===== src/rtl/brownout_pkg.sv =====
// Shared types and default constants for the brownout detector back end.
package brownout_pkg;

  typedef enum logic [2:0] {
    ST_IDLE,
    ST_SETTLE,
    ST_GOOD,
    ST_DEBOUNCE_LOW,
    ST_BROWN,
    ST_DEBOUNCE_HIGH,
    ST_HOLD
  } brownout_state_t;

  localparam int unsigned DEF_SETTLE_CYCLES  = 64;
  localparam int unsigned DEF_ASSERT_CYCLES  = 4;
  localparam int unsigned DEF_RELEASE_CYCLES = 16;
  localparam int unsigned DEF_HOLD_CYCLES    = 256;
  localparam int unsigned DEF_CNT_W          = 16;
  localparam int unsigned EVT_CNT_W          = 8;

endpackage


===== src/rtl/brownout_sync.sv =====
// Two-flop synchronizer with asynchronous active-low reset to a configurable value.
module brownout_sync #(
  parameter logic RST_VAL = 1'b0
) (
  input  logic clk,
  input  logic rst_n,
  input  logic d,
  output logic q
);

  logic meta;

  always_ff @(posedge clk or negedge rst_n) begin
    if (!rst_n) begin
      meta <= RST_VAL;
      q    <= RST_VAL;
    end else begin
      meta <= d;
      q    <= meta;
    end
  end

endmodule


===== src/rtl/brownout_ctrl.sv =====
// Brownout detector back end: comparator enable, settling, debounce, release hold-off, irq.
// Optional saturating event counter port enabled by BROWNOUT_EVENT_CNT_EN.
module brownout_ctrl
  import brownout_pkg::*;
#(
  parameter int unsigned SETTLE_CYCLES  = DEF_SETTLE_CYCLES,
  parameter int unsigned ASSERT_CYCLES  = DEF_ASSERT_CYCLES,
  parameter int unsigned RELEASE_CYCLES = DEF_RELEASE_CYCLES,
  parameter int unsigned HOLD_CYCLES    = DEF_HOLD_CYCLES,
  parameter int unsigned CNT_W          = DEF_CNT_W
) (
  input  logic clk,
  input  logic rst_n,
  input  logic ena,
  input  logic comp_dout,
  output logic comp_ena,
  output logic ready,
  output logic brout_filt,
  output logic brout_irq
`ifdef BROWNOUT_EVENT_CNT_EN
  ,
  output logic [EVT_CNT_W-1:0] event_cnt
`endif
);

  localparam logic [CNT_W-1:0] SETTLE_LAST  = CNT_W'(SETTLE_CYCLES - 1);
  localparam logic [CNT_W-1:0] ASSERT_LAST  = CNT_W'(ASSERT_CYCLES - 1);
  localparam logic [CNT_W-1:0] RELEASE_LAST = CNT_W'(RELEASE_CYCLES - 1);
  localparam logic [CNT_W-1:0] HOLD_LAST    = CNT_W'(HOLD_CYCLES - 1);
  localparam logic [CNT_W-1:0] CNT_ONE      = CNT_W'(1);

  brownout_state_t state, nxt;
  logic [CNT_W-1:0] cnt, cnt_nxt;
  logic comp_s;
  logic irq_nxt;

  brownout_sync #(.RST_VAL(1'b1)) u_sync (
    .clk   (clk),
    .rst_n (rst_n),
    .d     (comp_dout),
    .q     (comp_s)
  );

  // cnt_nxt defaults to zero so every state change clears the counter.
  always_comb begin
    nxt     = state;
    cnt_nxt = '0;
    if (!ena) begin
      nxt = ST_IDLE;
    end else begin
      case (state)
        ST_IDLE: nxt = ST_SETTLE;
        ST_SETTLE: begin
          if (cnt == SETTLE_LAST) begin
            if (comp_s) begin
              nxt = ST_GOOD;
            end else if (ASSERT_CYCLES == 1) begin
              nxt = ST_BROWN;
            end else begin
              nxt     = ST_DEBOUNCE_LOW;
              cnt_nxt = CNT_ONE;
            end
          end else begin
            cnt_nxt = cnt + CNT_ONE;
          end
        end
        ST_GOOD: begin
          if (!comp_s) begin
            if (ASSERT_CYCLES == 1) begin
              nxt = ST_BROWN;
            end else begin
              nxt     = ST_DEBOUNCE_LOW;
              cnt_nxt = CNT_ONE;
            end
          end
        end
        ST_DEBOUNCE_LOW: begin
          if (comp_s)                  nxt = ST_GOOD;
          else if (cnt == ASSERT_LAST) nxt = ST_BROWN;
          else                         cnt_nxt = cnt + CNT_ONE;
        end
        ST_BROWN: begin
          if (comp_s) begin
            if (RELEASE_CYCLES == 1) begin
              nxt = ST_HOLD;
            end else begin
              nxt     = ST_DEBOUNCE_HIGH;
              cnt_nxt = CNT_ONE;
            end
          end
        end
        ST_DEBOUNCE_HIGH: begin
          if (!comp_s)                  nxt = ST_BROWN;
          else if (cnt == RELEASE_LAST) nxt = ST_HOLD;
          else                          cnt_nxt = cnt + CNT_ONE;
        end
        ST_HOLD: begin
          if (!comp_s)               nxt = ST_BROWN;
          else if (cnt == HOLD_LAST) nxt = ST_GOOD;
          else                       cnt_nxt = cnt + CNT_ONE;
        end
        default: nxt = ST_IDLE;
      endcase
    end
  end

  // Only a fresh assertion raises the interrupt; re-entry from release does not.
  always_comb begin
    irq_nxt = (nxt == ST_BROWN) &&
              (state inside {ST_SETTLE, ST_GOOD, ST_DEBOUNCE_LOW});
  end

  always_ff @(posedge clk or negedge rst_n) begin
    if (!rst_n) begin
      state      <= ST_IDLE;
      cnt        <= '0;
      comp_ena   <= 1'b0;
      ready      <= 1'b0;
      brout_filt <= 1'b0;
      brout_irq  <= 1'b0;
    end else begin
      state      <= nxt;
      cnt        <= cnt_nxt;
      comp_ena   <= (nxt != ST_IDLE);
      ready      <= nxt inside {ST_GOOD, ST_DEBOUNCE_LOW, ST_BROWN,
                                ST_DEBOUNCE_HIGH, ST_HOLD};
      brout_filt <= nxt inside {ST_BROWN, ST_DEBOUNCE_HIGH, ST_HOLD};
      brout_irq  <= irq_nxt;
    end
  end

`ifdef BROWNOUT_EVENT_CNT_EN
  always_ff @(posedge clk or negedge rst_n) begin
    if (!rst_n) begin
      event_cnt <= '0;
    end else if (irq_nxt && (event_cnt != '1)) begin
      event_cnt <= event_cnt + EVT_CNT_W'(1);
    end
  end
`endif

endmodule


===== config.mk =====
export PLATFORM = sky130hd
export DESIGN_NAME = brownout_ctrl
export DESIGN_NICKNAME = d
export VERILOG_FILES = /design/src/rtl/brownout_pkg.sv /design/src/rtl/brownout_sync.sv /design/src/rtl/brownout_ctrl.sv
export SDC_FILE = /design/constraint.sdc
export NUM_CORES = 1
export LEC_CHECK = 0
export ABC_CLOCK_PERIOD_IN_PS = 3400
export CAP_MARGIN = 20
export CORE_MARGIN = 1
export CORE_UTILIZATION = 25
export DETAILED_ROUTE_END_ITERATION = 16
export PLACE_DENSITY = 0.48
export SLEW_MARGIN = 0
export SYNTH_ARGS = -nofsm -noshare
export SYNTH_HDL_FRONTEND = slang
export SYNTH_SLANG_ARGS = --single-unit

===== constraint.sdc =====
create_clock -name clk -period 3.4 [get_ports clk]
set_input_delay 0.85 -clock clk [delete_from_list [all_inputs] [get_ports clk]]
set_output_delay 0.85 -clock clk [all_outputs]
set_load 0.01 [all_outputs]

## Yosys cells after proc, flatten, opt, wreduce, memory -nomap -nowiden

Cells that the tools add are included.

- Flip-flop bits (word level): 25
- Logic and storage cells: 53

- Add/sub/neg operators: 1
- Equal/unequal tests: 15
- Multiplexer cells: 23
- Reductions and logical operators: 6

Operator list:

| cell | count |
|---|---|
| $mux 16 | 8 |
| $pmux 16 s6 | 1 |
| $mux 3 | 10 |
| $pmux 3 s7 | 1 |
| $eq 3x3->1 const B | 6 |
| $add 16x1->16 const B | 1 |
| $eq 16x2->1 const B | 1 |
| $eq 16x4->1 const B | 1 |
| $eq 16x6->1 const B | 1 |
| $eq 16x8->1 const B | 1 |
| $eq 3x2->1 const B | 4 |
| $reduce_bool 3->1 | 3 |
| $reduce_bool 5->1 | 1 |
| $eq 3x1->1 const B | 1 |
| $logic_not 3->1 | 1 |
| $mux 1 | 3 |
| $logic_and 1x1->1 | 1 |

## Logic depth before layout (Yosys ltp)

- Depth in word-level cells: 7
- Depth in mapped cells: 8
- Mapped depth without buffers: 6

## Modules after synthesis

From an unflattened synthesis, not the netlist that was laid out.

- Cell total of the unflattened synthesis: 141
- Area total of the unflattened synthesis: 1422.6 um2

By module, submodules not included:

| module | instances | cells each | area each (um2) |
|---|---|---|---|
| brownout_ctrl | 1 | 139 | 1370.1 |
| brownout_sync | 1 | 2 | 52.6 |

## Least setup slack after synthesis

No wires, ideal clock.

- Path kind: flip-flop to flip-flop
- Start point: register cnt[0]
- End point: register cnt[10]
- Library setup time: 0.101 ns
- Arrival time: 1.761 ns
- Data required time: 3.299 ns
- Slack: 1.538 ns
- Cell stages (with the launch flop): 9
- Path through: dfrtp_1 -> ha_1 -> and3_1 -> buf_2 -> nand4_1 -> a32oi_1 -> o21a_1 -> buf_4 -> nor4_1

- Word-level cells in the longest chain between the ends: 5

RTL lines:

| element | RTL line | RTL |
|---|---|---|
| start, declared | brownout_ctrl.sv:33 | `logic [CNT_W-1:0] cnt, cnt_nxt;` |
| start signal, assigned | brownout_ctrl.sv:123 | `cnt <= cnt_nxt;` |
| $add 16x1->16 (tied with other cells) | n/a |  |
| $mux 16 (on tied branches) | brownout_ctrl.sv:99, brownout_ctrl.sv:79, brownout_ctrl.sv:94 |  |
| $mux 16 (on tied branches) | brownout_ctrl.sv:98, brownout_ctrl.sv:78, brownout_ctrl.sv:93 |  |
| $pmux 16 s6 * | brownout_ctrl.sv:51 | `case (state)` |
| $mux 16 * | brownout_ctrl.sv:48 | `if (!ena) begin` |
| net cnt_nxt[10] | brownout_ctrl.sv:33 |  |

Mark *: on every way through the listed nets, which the timed path passes. The rest lies on a longest branch.

## Final worst setup path

- Start point: register cnt[0]
- End point: register cnt[5]

Same word-level chain as after synthesis.

==> flow_metrics.tcl <==
set metrics [dict create \
    dp_cells 212 \
    grt_pass1_vias 1130 \
    wl_mm 3.04 \
    power_density_nw_per_um2 340 \
    cpMaxStageDelayCell "o21a_1" \
    synth_ff_type "dfrtp_1" \
    ir_drop_v 0.000109 \
    hpwl_mm 2.02 \
    vias 1103 \
    power_frac_seq 0.578 \
    p_switching_w 0.000133 \
    yosys_warnings 0 \
    drt_iter0_markers 45 \
    dpl_worst_slack_ns 0.922 \
    area_growth_pct 10.4 \
    crit_required_ns 3.52 \
    die_w_um 77.4 \
    p_sw_frac 0.250 \
    setup-tns-final_ns 0 \
    synth_edf_count 0 \
    synth_seq_area_share 0.442 \
    crit_type "reg2reg" \
    top_usage_layer "met2" \
    cp_max_fo 15 \
    slowest_delay_ns 0.52 \
    grt_max_degree 26 \
    start_util 0.258 \
    die-area_um2 6000 \
    rsz0062_at_grt "false" \
    viasPerCell 5.11 \
    crit_chain "ha_1 -> and3_1 -> nand4_1 -> a32oi_1 -> o21a_1 -> nor4_1" \
    yosys.area.top_type_share 0.405 \
    coreArea_um2 5510 \
    holdCritPathClass "reg2reg" \
    outcome "completed" \
    cts.sinks 25 \
    leakage_nw 0.584 \
    drive_above_1_share 0.125 \
    synth_area_um2 1420 \
    drc_errors 0 \
    clk_path_buf_depth 2 \
    pin_count 8 \
    combPwrFrac 0.093 \
    ys_async_sr_fraction 1.00 \
    cts_hold_buf 0 \
    arrival_ns 2.45 \
    clkTransAtPathRegs_ns 0.09 \
    placed_cell_area_um2 1530 \
    finClkSkew_ns 0.00316 \
    fp.dieH_um 77.4 \
    tightest_slew_ns 0.662 \
    p_int_w 0.000400 \
    setup_violations 0 \
    overflow 0 \
    ys_seq_elements 25 \
    slew_headroom 0.557 \
    grt_use_met1 0.136 \
    cts_tree "built" \
    yosysUniqueCellTypes 44 \
    finalCritPeriodShare 0.686 \
    gp_congestion 0.766 \
    globalRouteMet2Util 0.196 \
    grt_pass1_wl_mm 5.38 \
    synth.avg_cell_area_um2 10.1 \
    final_cells 216 \
    syn_nets 146 \
    wl_per_cell_um 14.1 \
    post-route-cell-area_um2 1570 \
    ant_nets 0 \
    core.rowCount 27 \
    slew_violations 0 \
    fin_crit_ns 2.33 \
    fmax_ghz 0.429 \
    startpoint_type "flop" \
    end_kind "flop" \
    cts-root-buf "clkbuf_8" \
    clock_power_share 0.329 \
    io_buffer_count 7 \
    synth_top_area_cell "dfrtp_1" \
    synthTopCellsByArea "dfrtp_1, nor4_1, xor2_1, dfstp_2, nand4_1" \
    firstDrtPassIters 4 \
    clkLatencyLatePin_ns 0.26 \
    antenna_found_initial 0 \
    use_met3 0.0212 \
    synthCells 141 \
    grt_usage 0.113 \
    fin_total_pwr_w 0.000534 \
    cts_setup_buffers 0 \
    fin_nets 150 \
    timing.final.hold_violations 0 \
    cts_buffers 3 \
    diodes 0 \
    ctsResizeCount 0 \
    cap_violations 0 \
    h-tree-depth 1 \
    fin_ws_ns 1.07 \
]
final timing paths:
| kind | from | endpoint | slack [ns] | cells after the start |
|---|---|---|---|---|
| worst max-delay path | cnt[0]$_DFF_PN0_ | cnt[5]$_DFF_PN0_ | 1.07 | 6 |
| worst min-delay path | u_sync.meta$_DFF_PN1_ | u_sync.q$_DFF_PN1_ | 0.36 | 0 |
| worst max register to register | cnt[0]$_DFF_PN0_ | cnt[5]$_DFF_PN0_ | 1.07 | 6 |
| worst min register to register | u_sync.meta$_DFF_PN1_ | u_sync.q$_DFF_PN1_ | 0.36 | 0 |
| max in group asynchronous | rst_n | u_sync.q$_DFF_PN1_ | 2.15 | 2 |
| min in group asynchronous | rst_n | cnt[5]$_DFF_PN0_ | 0.95 | 2 |
power by group through the flow:
stage / logic (W) / registers (W) / clock network (W)
3_5_place_dp: 0.0000508 / 0.000314 / 0
4_1_cts: 0.0000510 / 0.000308 / 0.000192
3_3_place_gp: 0.0000490 / 0.000314 / 0
5_1_grt: 0.0000555 / 0.000309 / 0.000204
2_1_floorplan: 0.0000361 / 0.000310 / 0
6_report: 0.0000497 / 0.000308 / 0.000176
synth_stat cells (2+ instances only):
master,instances
dfrtp_1,23
nor4_1,14
nand2_1,11
xor2_1,10
nor2_1,9
nand3_1,7
nand4_1,7
inv_1,4
xnor2_1,4
clkbuf_1,3
o21ai_0,3
a32oi_1,2
and2_1,2
and3_1,2
and4_1,2
buf_2,2
buf_4,2
buf_6,2
dfstp_2,2
nor2b_1,2
nor3_1,2
nor4_4,2
o22ai_1,2
o311ai_0,2
sequential cells by signal, summed over array words and instances (netlist names):
signal / cells
brout_irq: 1
u_sync.meta: 1
ready: 1
comp_ena: 1
state: 3
cnt: 16
u_sync.q: 1
brout_filt: 1
metrics by stage:
| step | hold slack, ns | utilization |
|---|---|---|
| after floorplan | 0.345 | - |
| after global placement | 0.347 | 0.277 |
| after detailed placement | 0.347 | 0.277 |
| after CTS | 0.361 | 0.285 |
| after global routing | 0.364 | 0.285 |
| final | 0.359 | 0.285 |
area by class of cell:
class,instances,area [µm²]
clock buffer,4,45.0
sequential,25,628
timing repair buffer,9,85.1
multi-input combinational,102,707
inverter,4,15.0
tap,72,90.1
fill,577,3940
cell families after synthesis:
group	after synthesis	share of synthesized area
AOI/OAI and AO/OA	18	0.0924
xor gates and xnor gates	14	0.0862
adders and majority gates	1	0.00879
buffers and inverters	14	0.0616
DFF	25	0.442
and+or+nand+nor	69	0.310
worst max-delay path, delay by kind of cell, from the launching register on:
kind                     cells  cell delay (ns)
flip-flops                   1             0.40
AO/OA/AOI/OAI                2             0.80
AND/OR/NAND/NOR              3             0.76
adder cells (fa/ha/maj)      1             0.22
cell usage in the layout (no fill, tap or decap), types with 3 or more instances in the layout:
| cell type | count |
|---|---|
| nand2_1 | 11 |
| nor2_1 | 9 |
| dfrtp_1 | 23 |
| nand4_1 | 7 |
| nand3_1 | 7 |
| clkbuf_8 | 3 |
| nor4_1 | 14 |
| o21ai_0 | 3 |
| xor2_1 | 10 |
| xnor2_1 | 4 |
| inv_1 | 4 |
| clkdlybuf4s50_1 | 7 |
per-layer routing:
| layer | vias to the layer above | part of all wire | wire, µm |
|---|---|---|---|
| li1 | 531 | - | - |
| met3 | 2 | 0.016 | 48 |
| met2 | 13 | 0.49 | 1490 |
| met5 | - | 0 | 0 |
| met4 | 0 | 0.011 | 34 |
| met1 | 557 | 0.48 | 1460 |
(Power assumes the default switching activity.)
